`src/rtl/rr_select_arbiter.sv`:
```
// rr_select_arbiter
//   Eight-requester round-robin arbiter. Produces a registered 3-bit select
//   code (gnt_idx) with a valid qualifier. The arbiter bounds grant length with
//   an optional hold timeout and always inserts at least one idle cycle between
//   grants.
//
// Ports
//   clk           : system clock, all state updates on the rising edge
//   rst           : synchronous, active-high reset
//   req[7:0]      : level-sensitive request lines, bit i = requester i
//   done          : one-cycle release strobe from the current owner
//   gnt_idx[2:0]  : registered index of the granted requester
//   gnt_valid     : registered, high while gnt_idx is an active grant
//   timeout_pulse : registered one-cycle pulse, a grant was ended by timeout
//
// Parameters
//   TIMEOUT       : maximum consecutive grant cycles (0..255), 0 disables

module rr_select_arbiter #(
  parameter int unsigned TIMEOUT = 16
) (
  input  logic       clk,
  input  logic       rst,
  input  logic [7:0] req,
  input  logic       done,
  output logic [2:0] gnt_idx,
  output logic       gnt_valid,
  output logic       timeout_pulse
);

  typedef enum logic {
    ST_IDLE  = 1'b0,
    ST_GRANT = 1'b1
  } state_t;

  localparam logic       LP_TO_EN = (TIMEOUT != 0);
  localparam logic [7:0] LP_LAST  = (TIMEOUT == 0) ? 8'd0 : 8'(TIMEOUT - 1);

  state_t     r_state;
  state_t     w_state_nxt;
  logic [2:0] r_ptr;
  logic [2:0] w_ptr_nxt;
  logic [2:0] r_idx;
  logic [2:0] w_idx_nxt;
  logic       r_valid;
  logic       w_valid_nxt;
  logic       r_pulse;
  logic       w_pulse_nxt;
  logic [7:0] r_timer;
  logic [7:0] w_timer_nxt;

  logic [2:0] w_winner;
  logic       w_found;
  logic       w_done_exit;
  logic       w_req_exit;
  logic       w_to_exit;

  // First set request bit, scanning upward from ptr with wrap 7 -> 0.
  always_comb begin
    logic [2:0] cand;
    w_winner = r_ptr;
    w_found  = 1'b0;
    cand     = r_ptr;
    for (int unsigned k = 0; k < 8; k++) begin
      cand = r_ptr + 3'(k);
      if (!w_found && req[cand]) begin
        w_winner = cand;
        w_found  = 1'b1;
      end
    end
  end

  assign w_done_exit = done;
  assign w_req_exit  = !req[r_idx];
  assign w_to_exit   = LP_TO_EN && (r_timer == LP_LAST);

  always_comb begin
    w_state_nxt = r_state;
    w_ptr_nxt   = r_ptr;
    w_idx_nxt   = r_idx;
    w_valid_nxt = r_valid;
    w_timer_nxt = r_timer;
    w_pulse_nxt = 1'b0;
    unique case (r_state)
      ST_IDLE: begin
        w_valid_nxt = 1'b0;
        if (w_found) begin
          w_state_nxt = ST_GRANT;
          w_idx_nxt   = w_winner;
          w_valid_nxt = 1'b1;
          w_timer_nxt = '0;
          w_ptr_nxt   = w_winner + 3'd1;
        end
      end
      ST_GRANT: begin
        if (w_done_exit || w_req_exit || w_to_exit) begin
          w_state_nxt = ST_IDLE;
          w_valid_nxt = 1'b0;
          // Pulse only when the timeout alone ended the grant.
          w_pulse_nxt = w_to_exit && !w_done_exit && !w_req_exit;
        end else if (r_timer != '1) begin
          w_timer_nxt = r_timer + 8'd1;
        end
      end
      default: begin
        w_state_nxt = ST_IDLE;
        w_valid_nxt = 1'b0;
      end
    endcase
  end

  always_ff @(posedge clk) begin
    if (rst) begin
      r_state <= ST_IDLE;
      r_ptr   <= '0;
      r_idx   <= '0;
      r_valid <= 1'b0;
      r_pulse <= 1'b0;
      r_timer <= '0;
    end else begin
      r_state <= w_state_nxt;
      r_ptr   <= w_ptr_nxt;
      r_idx   <= w_idx_nxt;
      r_valid <= w_valid_nxt;
      r_pulse <= w_pulse_nxt;
      r_timer <= w_timer_nxt;
    end
  end

  assign gnt_idx       = r_idx;
  assign gnt_valid     = r_valid;
  assign timeout_pulse = r_pulse;

endmodule

```
`config.mk`:
```
export PLATFORM = sky130hd
export DESIGN_NAME = rr_select_arbiter
export DESIGN_NICKNAME = d
export VERILOG_FILES = /design/src/rtl/rr_select_arbiter.sv
export SDC_FILE = /design/constraint.sdc
export NUM_CORES = 1
export LEC_CHECK = 0
export ABC_CLOCK_PERIOD_IN_PS = 4800
export BUFFER_PORTS_ARGS = -buffer_cell sky130_fd_sc_hd__clkbuf_2
export CAP_MARGIN = 10
export CORE_MARGIN = 10
export CORE_UTILIZATION = 55
export DETAILED_ROUTE_END_ITERATION = 10
export PLACE_DENSITY = 0.84
export SLEW_MARGIN = 30
export SYNTH_ARGS = -nofsm -noshare
export SYNTH_HDL_FRONTEND = slang
export SYNTH_SLANG_ARGS = --single-unit
```
`constraint.sdc`:
```
create_clock -name clk -period 4.8 [get_ports clk]
set_clock_uncertainty 0.2 [all_clocks]
set_input_delay 0.96 -clock clk [delete_from_list [all_inputs] [get_ports clk]]
set_output_delay 0.96 -clock clk [all_outputs]
set_load 0.05 [all_outputs]
```
Yosys cells after proc, flatten, opt, wreduce, memory -nomap -nowiden
Index checks and enable logic that the tools add are counted.
{"block": "word_totals", "in_bits": 11, "regBits": 17, "wordCells": 97, "out_inout_bits": 5}
{"block": "classes", "n_lt_le_gt_ge": 9, "bitwise": 2, "n_reduce_logical": 23, "mux": 42, "addsub": 9, "n_eq_ne": 6}
{"cell": "$lt 3x4->1 const B", "n": 9}
{"cell": "$bmux 1 s3", "n": 9}
{"cell": "$mux 8", "n": 3}
{"cell": "$mux 3", "n": 7}
{"cell": "$mux 1", "n": 20}
{"cell": "$pmux 8 s2", "n": 1}
{"cell": "$add 3x3->3 const B", "n": 4}
{"cell": "$logic_and 1x1->1", "n": 9}
{"cell": "$logic_not 1->1", "n": 9}
{"cell": "$add 8x1->8 const B", "n": 1}
{"cell": "$eq 8x4->1 const B", "n": 1}
{"cell": "$ne 8x8->1 const B", "n": 1}
{"cell": "$add 3x1->3 const B", "n": 2}
{"cell": "$add 3x2->3 const B", "n": 2}
{"cell": "$ne 2x1->1 const B", "n": 2}
{"cell": "$ne 2x2->1 const B", "n": 2}
{"cell": "$pmux 1 s2", "n": 2}
{"cell": "$reduce_and 3->1", "n": 1}
{"cell": "$reduce_or 3->1", "n": 1}
{"cell": "$logic_or 1x1->1", "n": 2}
{"cell": "$not 1->1", "n": 2}
{"cell": "$reduce_and 2->1", "n": 1}

Longest topological paths before layout
{"block": "depth", "depth_word": 26, "ltp_mapped": 15, "ltp_nobuf": 13}

Least setup slack after synthesis
Ideal clock, no wire load.
{"block": "synth_timing", "kind": "register -> register", "start": "register r_ptr[1]", "end": "register r_ptr[2]", "setup_slack_ns": 1.082, "stages_incl_launch_ff": 14, "setup_ns": 0.075, "synth_period_minus_slack_ns": 3.718, "n_path_buf": 2, "arrival_ns": 3.443, "required_ns": 4.525, "cell_sequence": "dfxtp_1 buf_1 inv_1 ha_1 buf_6 mux4_1 mux2i_1 nand2_1 a221oi_4 xnor2_1 ha_1 inv_1 a211o_1 a31oi_1"}
{"block": "synth_between", "elab_chain_len": 25, "elab_cells_between_ends": 54, "cone_classes": "add/sub (8); mux (31); reduce/logical (15)"}
{"element": "from (decl)", "line": "41", "text": "logic [2:0] r_ptr;"}
{"element": "from (signal assigned)", "line": "122", "text": "r_ptr <= w_ptr_nxt;"}
{"element": "parallel branches: the longest is 23 deep, another holds $add 3x1->3"}
{"element": "$mux 3 (*)", "line": "66", "text": "if (!w_found && req[cand]) begin"}
{"element": "via w_winner[0]", "line": "52", "text": "logic [2:0] w_winner;"}
{"element": "$add 3x1->3 (*)", "line": "92", "text": "w_ptr_nxt = w_winner + 3'd1;"}
Mark *: on every way through the listed nets, which the timed path passes. The select of a mux whose other input is x is not followed.
A chain may end at the register's enable or synchronous reset.

Worst setup path in the final report
Ends and elaborated chain as after synthesis.

==> metrics.md <==
| Metric | Value |
|---|---|
| Synth area leader | `dfxtp_1` |
| Worst-Skew Late Latency | `290 ps` |
| Die height | `75.3 um` |
| CTS clk-pin slew, worst paths | `110 ps` |
| Initial antenna violation count | `0` |
| Port bufs | `15` |
| Reg2reg setup slack | `540 ps` |
| Vias per inst | `6.85` |
| Clock Path Buffers | `2` |
| Tmin final | `4260 ps` |
| Max-slew violation count | `0` |
| Layout Cells excl Fill | `220` |
| Setup crit end kind | `flip-flop` |
| Reg2reg start | `r_ptr[1]` |
| Hold Crit Depth | `1` |
| R2r worst-path depth | `11` |
| GRT Overall Usage | `15.9%` |
| I/O Pins | `16` |
| Count leader, synth | `dfxtp_1` |
| RSZ-0062 raised after global routing | `no` |
| Pwr/cell area | `583 nW/um^2` |
| F_max | `0.235 GHz` |
| Hold_ws | `283 ps` |
| Setup Crit Path Kind | `reg -> reg` |
| Initial Util | `59.4%` |
| Worst EP arrival | `4280 ps` |
| Dpl ws | `638 ps` |
| Synth top area share | `20.3%` |
| Reg-to-reg critical path endpoint | `r_ptr[2]` |
| Fin nets | `205` |
| Post-route DRC | `0` |
| Syn Nets | `190` |
| Synth Register Bits | `17` |
| Worst Setup SP | `r_ptr[1]` |
| Outcome | `finished, final reports clean` |
| Min-Delay Startpoint | `gnt_valid` |
| Setup-failing EPs final | `0` |
| Site Rows | `19` |
| Netlist cell types | `50` |
| Worst slew pin tran | `649 ps` |
| Commonest cells post-synth | `dfxtp_1 (17), nand2_1 (15), nor2_1 (13)` |
| Dominant synthesized flop cell | `dfxtp_1` |
| Fin Setup TNS | `0 ps` |
| Hold Path End | `gnt_valid` |
| Final Worst Setup Slack | `539 ps` |
| RePlAce Congestion | `0.941` |
| Root Buffer | `clkbuf_4` |
| Top post-synthesis cells by area | `dfxtp_1 (20%), mux4_1 (11%), mux2i_1 (7.2%)` |
| Die Span X | `75.3 um` |
| Sequential-to-total area share from yosys stat | `20.3%` |
| Detailed Place HPWL | `3.19 mm` |
| CP max FO | `14` |
| CTS Sinks | `17` |
| Wire per inst | `18.8 um` |
| DRT antenna net count | `0` |
| CTS Buf Count | `3` |
| EDFF count, synth | `0` |
| Final Hold Viols | `0` |
| Req. time, crit path | `4820 ps` |
| Largest net degree at the start of global routing | `15` |
| Share of cells above drive strength 1 | `21.2%` |
| Yosys warns | `0` |
| Vias | `1508` |
| Max cap viols | `0` |
| Slew HR | `56.6%` |
| DRT Wirelength | `4.14 mm` |
| Core area | `2830 um^2` |
| Final period utilization | `88.8%` |
| Hold_buf cts | `0` |
| Pre-antenna DRT Iters | `4` |
| Syn_area_per_cell | `9.59 um^2` |
| Global-route wire length before repair | `7.14 mm` |
| Hold Path Class | `reg -> reg` |
| CTS resizes | `0` |
| Max VDD drop | `522 uV` |
| Synth Instances | `175` |
| # diodes | `0` |
| Number of global-route vias before repair | `1450` |
| P_leak | `0.676 nW` |
| Synth async-reset ratio | `0%` |
| Inst Count DP | `216` |
| CTS tree | `yes` |
| Startpoint Class | `flip-flop` |
| Post-CTS Setup Bufs | `0` |
| GR Overflow Total | `0` |
| H-tree depth | `1` |
| Area Overhead vs Synth | `5.74%` |
| Synthesized cell area | `1680 um^2` |
| Utilization after layout | `62.8%` |
| Die area | `5660 um^2` |
| Initial DRC Count | `194` |
registers in the layout (all words and copies together), names as in the netlist:
signal / flops
r_state: 1
r_timer: 8
timeout_pulse: 1
r_ptr: 3
gnt_valid: 1
gnt_idx: 3
critical path: stages, from the launching register on:
cell and delay, ps:
dfxtp_1 720, inv_1 250, ha_1 660, mux4_1 660, mux2i_1 360, nand2_1 170
a221oi_4 400, xnor2_1 160, ha_1 160, inv_1 50, a211o_1 250, a31oi_1 130
layout make-up:
| class | count | area (um^2) |
|---|---|---|
| Clock buffer | 3 | 22.5 |
| Clock inverter | 1 | 5.00 |
| Fill cell | 231 | 1050 |
| Inverter | 9 | 33.8 |
| Multi-Input combinational cell | 142 | 1240 |
| Sequential cell | 17 | 340 |
| Tap cell | 31 | 38.8 |
| Timing Repair Buffer | 17 | 90.1 |
stage by stage:
step / area (um^2) / total power [mW]
finish: 1780 / 1.03
global route: 1780 / 1.11
CTS: 1780 / 1.02
detailed placement: 1750 / 0.941
global placement: 1750 / 0.906
floorplan: 1680 / 0.816
where the power goes:
group / total (mW) / switching [mW] / internal [mW]
Clock: 0.0790 / 0.0480 / 0.0310
Sequential: 0.203 / 0.0397 / 0.163
Combinational: 0.753 / 0.436 / 0.317
layer usage:
layer  routed length, um  vias up  track usage (%)
met5                   0        -                0
met4                  63        0             4.54
met3                 240       10             3.15
met2                2010       64             25.3
met1                1820      720             21.2
li1                    -      714                -
placed cells by master, fill, tap and decap left out, drive strengths merged, types with 3 or more instances in the layout:
| master | count |
|---|---|
| xnor2 | 7 |
| nor2 | 13 |
| a22oi | 4 |
| mux4 | 12 |
| nand2 | 15 |
| o221ai | 3 |
| and3 | 3 |
| o211ai | 3 |
| a211o | 3 |
| nor4 | 3 |
| inv | 8 |
| nand3 | 7 |
| mux2i | 12 |
| mux2 | 5 |
| nor3 | 6 |
| o21ai | 4 |
| ha | 4 |
| nand2b | 3 |
| dfxtp | 17 |
| a21oi | 10 |
| clkbuf | 18 |
logic make-up after synthesis:
logic type	after synthesis	share of synthesized area, %
AND/OR/NAND/NOR	59	18.2
multiplexers	29	28.2
buffers and inverters	16	5.59
XOR/XNOR	8	4.17
AO/OA/AOI/OAI	42	20.6
flip-flops	17	20.3
adder cells (fa/ha/maj)	4	2.98
worst max path at each step:
stage          endpoint  slack (ps)  cells past startpoint
2_1_floorplan  r_ptr[2]        1080                     13
3_3_place_gp   r_ptr[2]         860                     11
3_5_place_dp   r_ptr[2]         640                     11
4_1_cts        r_ptr[2]         630                     11
5_1_grt        r_ptr[2]         260                     11
6_report       r_ptr[2]         540                     11
No activity file was read; power rests on OpenSTA's default activity.
